$ cat src/rtl/div_unit_32bit.sv
// div_unit_32bit: iterative restoring divider for RV32M DIV/DIVU/REM/REMU.
// One quotient bit per cycle using an (N+1)-bit trial subtraction, with a
// start/busy/valid handshake.
// Optional feature macro: DIV_EARLY_OUT_EN -- zero divisor and signed overflow
// complete straight from IDLE to DONE instead of iterating.
module div_unit_32bit #(
  parameter int N = 32
) (
  input  logic         i_clk,
  input  logic         i_reset,
  input  logic         i_start,
  input  logic [1:0]   i_op,
  input  logic [N-1:0] i_a,
  input  logic [N-1:0] i_b,
  output logic         o_busy,
  output logic         o_valid,
  output logic [N-1:0] o_result,
  output logic         o_div_by_zero
);

  localparam logic [1:0] S_IDLE = 2'd0;
  localparam logic [1:0] S_CALC = 2'd1;
  localparam logic [1:0] S_FIX  = 2'd2;
  localparam logic [1:0] S_DONE = 2'd3;

  localparam int CW = $clog2(N);
  localparam logic [CW-1:0] LAST_ITER = CW'(N - 1);
  localparam logic [N-1:0]  MIN_NEG   = {1'b1, {(N-1){1'b0}}};

  logic [1:0]    state;
  logic [1:0]    op;
  logic [N-1:0]  a_orig;
  logic [N-1:0]  dvsr;
  logic [N-1:0]  quo;
  logic [N-1:0]  rem;
  logic [CW-1:0] cnt;
  logic          sign_q;
  logic          sign_r;
  logic          zero_l;
  logic          ovf_l;
  logic [N-1:0]  result_q;
  logic          dbz_q;
  logic          valid_q;

  logic          signed_op;
  logic [N-1:0]  abs_a;
  logic [N-1:0]  abs_b;
  logic          in_zero;
  logic          in_ovf;
  logic [N:0]    rem_sh;
  logic [N:0]    trial;
  logic [N-1:0]  q_fin;
  logic [N-1:0]  r_fin;
  logic [N-1:0]  res_fix;

  // Operand conditioning at accept: magnitudes and special-case detection
  always_comb begin
    signed_op = ~i_op[0];
    abs_a     = (signed_op && i_a[N-1]) ? (~i_a + 1'b1) : i_a;
    abs_b     = (signed_op && i_b[N-1]) ? (~i_b + 1'b1) : i_b;
    in_zero   = (i_b == '0);
    in_ovf    = (i_op == 2'b00) && (i_a == MIN_NEG) && (i_b == '1);
  end

  // Shift-in of the next dividend bit and trial subtraction
  always_comb begin
    rem_sh = {rem, quo[N-1]};
    trial  = rem_sh - {1'b0, dvsr};
  end

  // Final sign correction and special-case overrides
  always_comb begin
    q_fin = sign_q ? (~quo + 1'b1) : quo;
    r_fin = sign_r ? (~rem + 1'b1) : rem;
    if (zero_l)
      res_fix = op[1] ? a_orig : '1;
    else if (ovf_l)
      res_fix = op[1] ? '0 : MIN_NEG;
    else
      res_fix = op[1] ? r_fin : q_fin;
  end

`ifdef DIV_EARLY_OUT_EN
  logic [N-1:0] res_early;

  // Same values FIX would produce for the special cases, taken from the inputs
  always_comb begin
    if (in_zero)
      res_early = i_op[1] ? i_a : '1;
    else
      res_early = i_op[1] ? '0 : MIN_NEG;
  end
`endif

  // Divider FSM and datapath registers
  always_ff @(posedge i_clk) begin
    if (i_reset) begin
      state    <= S_IDLE;
      op       <= '0;
      a_orig   <= '0;
      dvsr     <= '0;
      quo      <= '0;
      rem      <= '0;
      cnt      <= '0;
      sign_q   <= 1'b0;
      sign_r   <= 1'b0;
      zero_l   <= 1'b0;
      ovf_l    <= 1'b0;
      result_q <= '0;
      dbz_q    <= 1'b0;
      valid_q  <= 1'b0;
    end else begin
      valid_q <= 1'b0;
      case (state)
        S_IDLE: begin
          if (i_start) begin
            op     <= i_op;
            a_orig <= i_a;
            dvsr   <= abs_b;
            quo    <= abs_a;
            rem    <= '0;
            cnt    <= '0;
            sign_q <= signed_op & (i_a[N-1] ^ i_b[N-1]);
            sign_r <= signed_op & i_a[N-1];
            zero_l <= in_zero;
            ovf_l  <= in_ovf;
            state  <= S_CALC;
`ifdef DIV_EARLY_OUT_EN
            if (in_zero || in_ovf) begin
              result_q <= res_early;
              dbz_q    <= in_zero;
              state    <= S_DONE;
            end
`endif
          end
        end
        S_CALC: begin
          // quo doubles as the dividend shifter: its MSB feeds rem each step
          rem <= trial[N] ? rem_sh[N-1:0] : trial[N-1:0];
          quo <= {quo[N-2:0], ~trial[N]};
          cnt <= cnt + 1'b1;
          if (cnt == LAST_ITER)
            state <= S_FIX;
        end
        S_FIX: begin
          result_q <= res_fix;
          dbz_q    <= zero_l;
          state    <= S_DONE;
        end
        default: begin
          valid_q <= 1'b1;
          state   <= S_IDLE;
        end
      endcase
    end
  end

  assign o_busy        = (state != S_IDLE);
  assign o_valid       = valid_q;
  assign o_result      = result_q;
  assign o_div_by_zero = dbz_q;

endmodule

$ cat config.mk
export PLATFORM = sky130hd
export DESIGN_NAME = div_unit_32bit
export DESIGN_NICKNAME = d
export VERILOG_FILES = /design/src/rtl/div_unit_32bit.sv
export SDC_FILE = /design/constraint.sdc
export NUM_CORES = 1
export LEC_CHECK = 0
export ABC_AREA = 1
export CAP_MARGIN = 5
export CORE_UTILIZATION = 40
export DETAILED_ROUTE_END_ITERATION = 12
export SYNTH_ARGS = -nofsm -noshare
export SYNTH_HDL_FRONTEND = slang
export SYNTH_SLANG_ARGS = --single-unit
$ cat constraint.sdc
create_clock -name i_clk -period 4.45 [get_ports i_clk]
set_clock_uncertainty 0.05 [all_clocks]
set_input_delay 0.89 -clock i_clk [delete_from_list [all_inputs] [get_ports i_clk]]
set_output_delay 0.89 -clock i_clk [all_outputs]
set_load 0.01 [all_outputs]
==> out/qor.txt <==
Post-CTS Setup Inserts: 0
Seq pwr share: 27.6%
CP arrival: 3.28 ns
Initial antenna violation count: 0
TritonCTS clock tree: built
Syn nets: 2484
Die area: 35900 µm²
CTS Buf Count: 17
Die height: 190 µm
ANT nets after route: 0
Clock power frac: 18.1%
Critical Path Start Type: input pin
Top post-synthesis cells by count: nand2_1, inv_1, nor2_1
Leakage: 7.33 nW
Synth Warn #: 0
RD Place Congestion: 0.975
Logic pwr share: 54.3%
Cell Area, Synth: 14100 µm²
Final-report max-slew violation count: 0
Vias per cell: 5.39
Total GRT Usage: 29.9%
Post-route cell area: 16000 µm²
P_sw: 0.00425 W
Register area share after synthesis: 24.8%
# rows: 68
Largest net degree at the start of global routing: 96
PortBufs: 103
Core ar.: 34500 µm²
Post-synth EDFFs: 0
Final worst path period need: 2.94 ns
Most common flop cell mapped by yosys: dfxtp_1
Hold crit path type: reg2reg
Worst-margin pin slew: 0.874 ns
Worst vdd ir: 352 µV
WL final: 53400 µm
MaxCap Viol Count: 0
PostCTS Resize Cnt: 0
First-pass GRT wire length: 82000 µm
H-tree lvl count: 4
Share of layout cells above drive strength 1: 6.54%
Area contributors post-synth: dfxtp_1, nand2_1, a21oi_1
Total negative slack: 0 ns
Worst hold path depth: 2
Final setup violating endpoints: 0
Slew HR: 41.7%
Post-route clock period utilization: 66.1%
CTS Hold Buffers Added: 0
Asr flop ratio synth: 0%
DRT Pass-1 Iters: 6
Drt drc: 0
Drt wl/cell: 18.5 µm
Outcome: completed
Clk_lat worst skew: 0.46 ns
Hpwl dp: 42000 µm
Area Overhead vs Synth: 13.6%
Sink Count: 174
Ant. Diodes: 0
Die boundary width: 190 µm
Unrepaired setup endpoints after global routing: no
Pwr per Cell Area: 520 nW/µm²
Count leader, synth: nand2_1
WP data required: 4.79 ns
CTS root buffer: clkbuf_16
Number of global-route vias before repair: 14002
CP Max Fanout: 5
Post-layout util: 46.3%
Remaining global-route overflow: 0
Synthesized instance count: 2371
Worst setup EP type: register
Highest Clock Rate: 0.340 GHz
Pint: 0.00405 W
Synth top area share: 24.8%
R2R depth: 16
Final net count: 2534
Clock Path Buffers: 2
Routed vias: 15572
Initial DRC count: 1531
Switch share: 51.2%
Initial Utilization: 40.7%
Crit Path Class: in2reg
Clock-pin transition on the worst setup and hold timing paths: 0.08 ns
Final hold violation count: 0
Area leader, netlist: dfxtp_1
Cell Area, Placed: 15400 µm²
Synth Register Bits: 174
Synth cell types: 48
I/O pin count: 104
Syn_area_per_cell: 5.93 µm²
-- path summary, 6_finish.rpt --
kind,endpoint,slack [ns],from
worst min-delay path,o_div_by_zero$_SDFFE_PP0P_,0.41,o_div_by_zero$_SDFFE_PP0P_
worst max-delay path,ovf_l$_SDFFE_PP0P_,1.51,i_a[0]
worst max register to register,rem[5]$_SDFFE_PP0P_,1.58,quo[31]$_SDFFE_PP0P_
worst min register to register,o_div_by_zero$_SDFFE_PP0P_,0.41,o_div_by_zero$_SDFFE_PP0P_
-- cells in the final DEF (no fill, tap or decap), types with 5 or more instances in the layout --
cell,Yosys,routed
a31oi_1,11,11
a21oi_2,19,19
nand3b_1,15,15
o211ai_1,19,19
o21ai_1,5,5
nor4_1,10,10
inv_2,15,17
o21bai_1,5,5
clkdlybuf4s50_1,0,102
nand3_1,201,201
nor3_1,32,32
xor2_1,37,37
xnor2_1,12,12
nor2_1,262,261
nand3_2,21,21
o21ai_0,150,150
nand4_1,35,35
ha_1,43,43
inv_6,0,6
a21oi_1,240,240
dfxtp_1,174,174
nand2_4,18,18
inv_1,301,299
buf_4,0,19
clkbuf_16,0,17
nand2_1,607,607
nand2_2,18,18
-- power by group through the flow --
stage | sequential, W | clock [W] | combinational [W]
after floorplan | 0.00214 | 0 | 0.00311
after global placement | 0.00230 | 0 | 0.00441
after detailed placement | 0.00230 | 0 | 0.00442
after CTS | 0.00227 | 0.00152 | 0.00444
after global routing | 0.00232 | 0.00159 | 0.00501
final | 0.00229 | 0.00151 | 0.00451
-- logic make-up after synthesis --
family	count (synthesis)	share of synthesized area [%]
and+or+nand+nor	1232	38.9
AOI/OAI and AO/OA	462	17.9
buffers and inverters	410	11.4
DFF	174	24.8
xor gates and xnor gates	49	3.05
adders and majority gates	44	3.97
-- cell type report --
cell class	count	area (µm²)
sequential	174	3480
inverter	318	1190
fill	3777	18600
tap	455	569
clock buffer	17	425
multi-input combinational	1787	8980
timing repair buffer	123	1200
clock inverter	14	124
-- stage by stage --
stage | setup slack (ns) | hold WS [ns] | cells | power, W
2_1_floorplan | 2.09 | 0.393 | 2371 | 0.00525
3_3_place_gp | 1.05 | 0.405 | 2857 | 0.00670
3_5_place_dp | 1.06 | 0.407 | 2857 | 0.00672
4_1_cts | 1.53 | 0.416 | 2888 | 0.00824
5_1_grt | 1.35 | 0.442 | 2888 | 0.00892
6_report | 1.51 | 0.413 | 2888 | 0.00830
-- layer usage --
layer,GRT usage (%),wire length [µm],up-vias
met1,45.5,26500,7093
li1,-,-,7783
met3,4.17,3800,65
met4,9.31,1380,0
met2,42.5,21700,631
met5,0,0,-
-- critical path: stages --
cell and delay [ns]:
clkdlybuf4s50_1 0.44, inv_1 0.12, ha_1 0.26, nand3_1 0.20
inv_1 0.12, nand2_1 0.07, nor2_1 0.26, nand4_1 0.14
nor4_1 0.49, nand4_1 0.15, a21oi_1 0.15
-- sequential cells by signal, indices dropped and copies added (netlist names) --
name           flops
o_div_by_zero      1
dvsr              32
o_valid            1
op                 1
rem               32
state              2
a_orig            32
sign_q             1
cnt                5
o_result          32
zero_l             1
ovf_l              1
quo               32
sign_r             1
No activity file was read; power rests on OpenSTA's default activity.
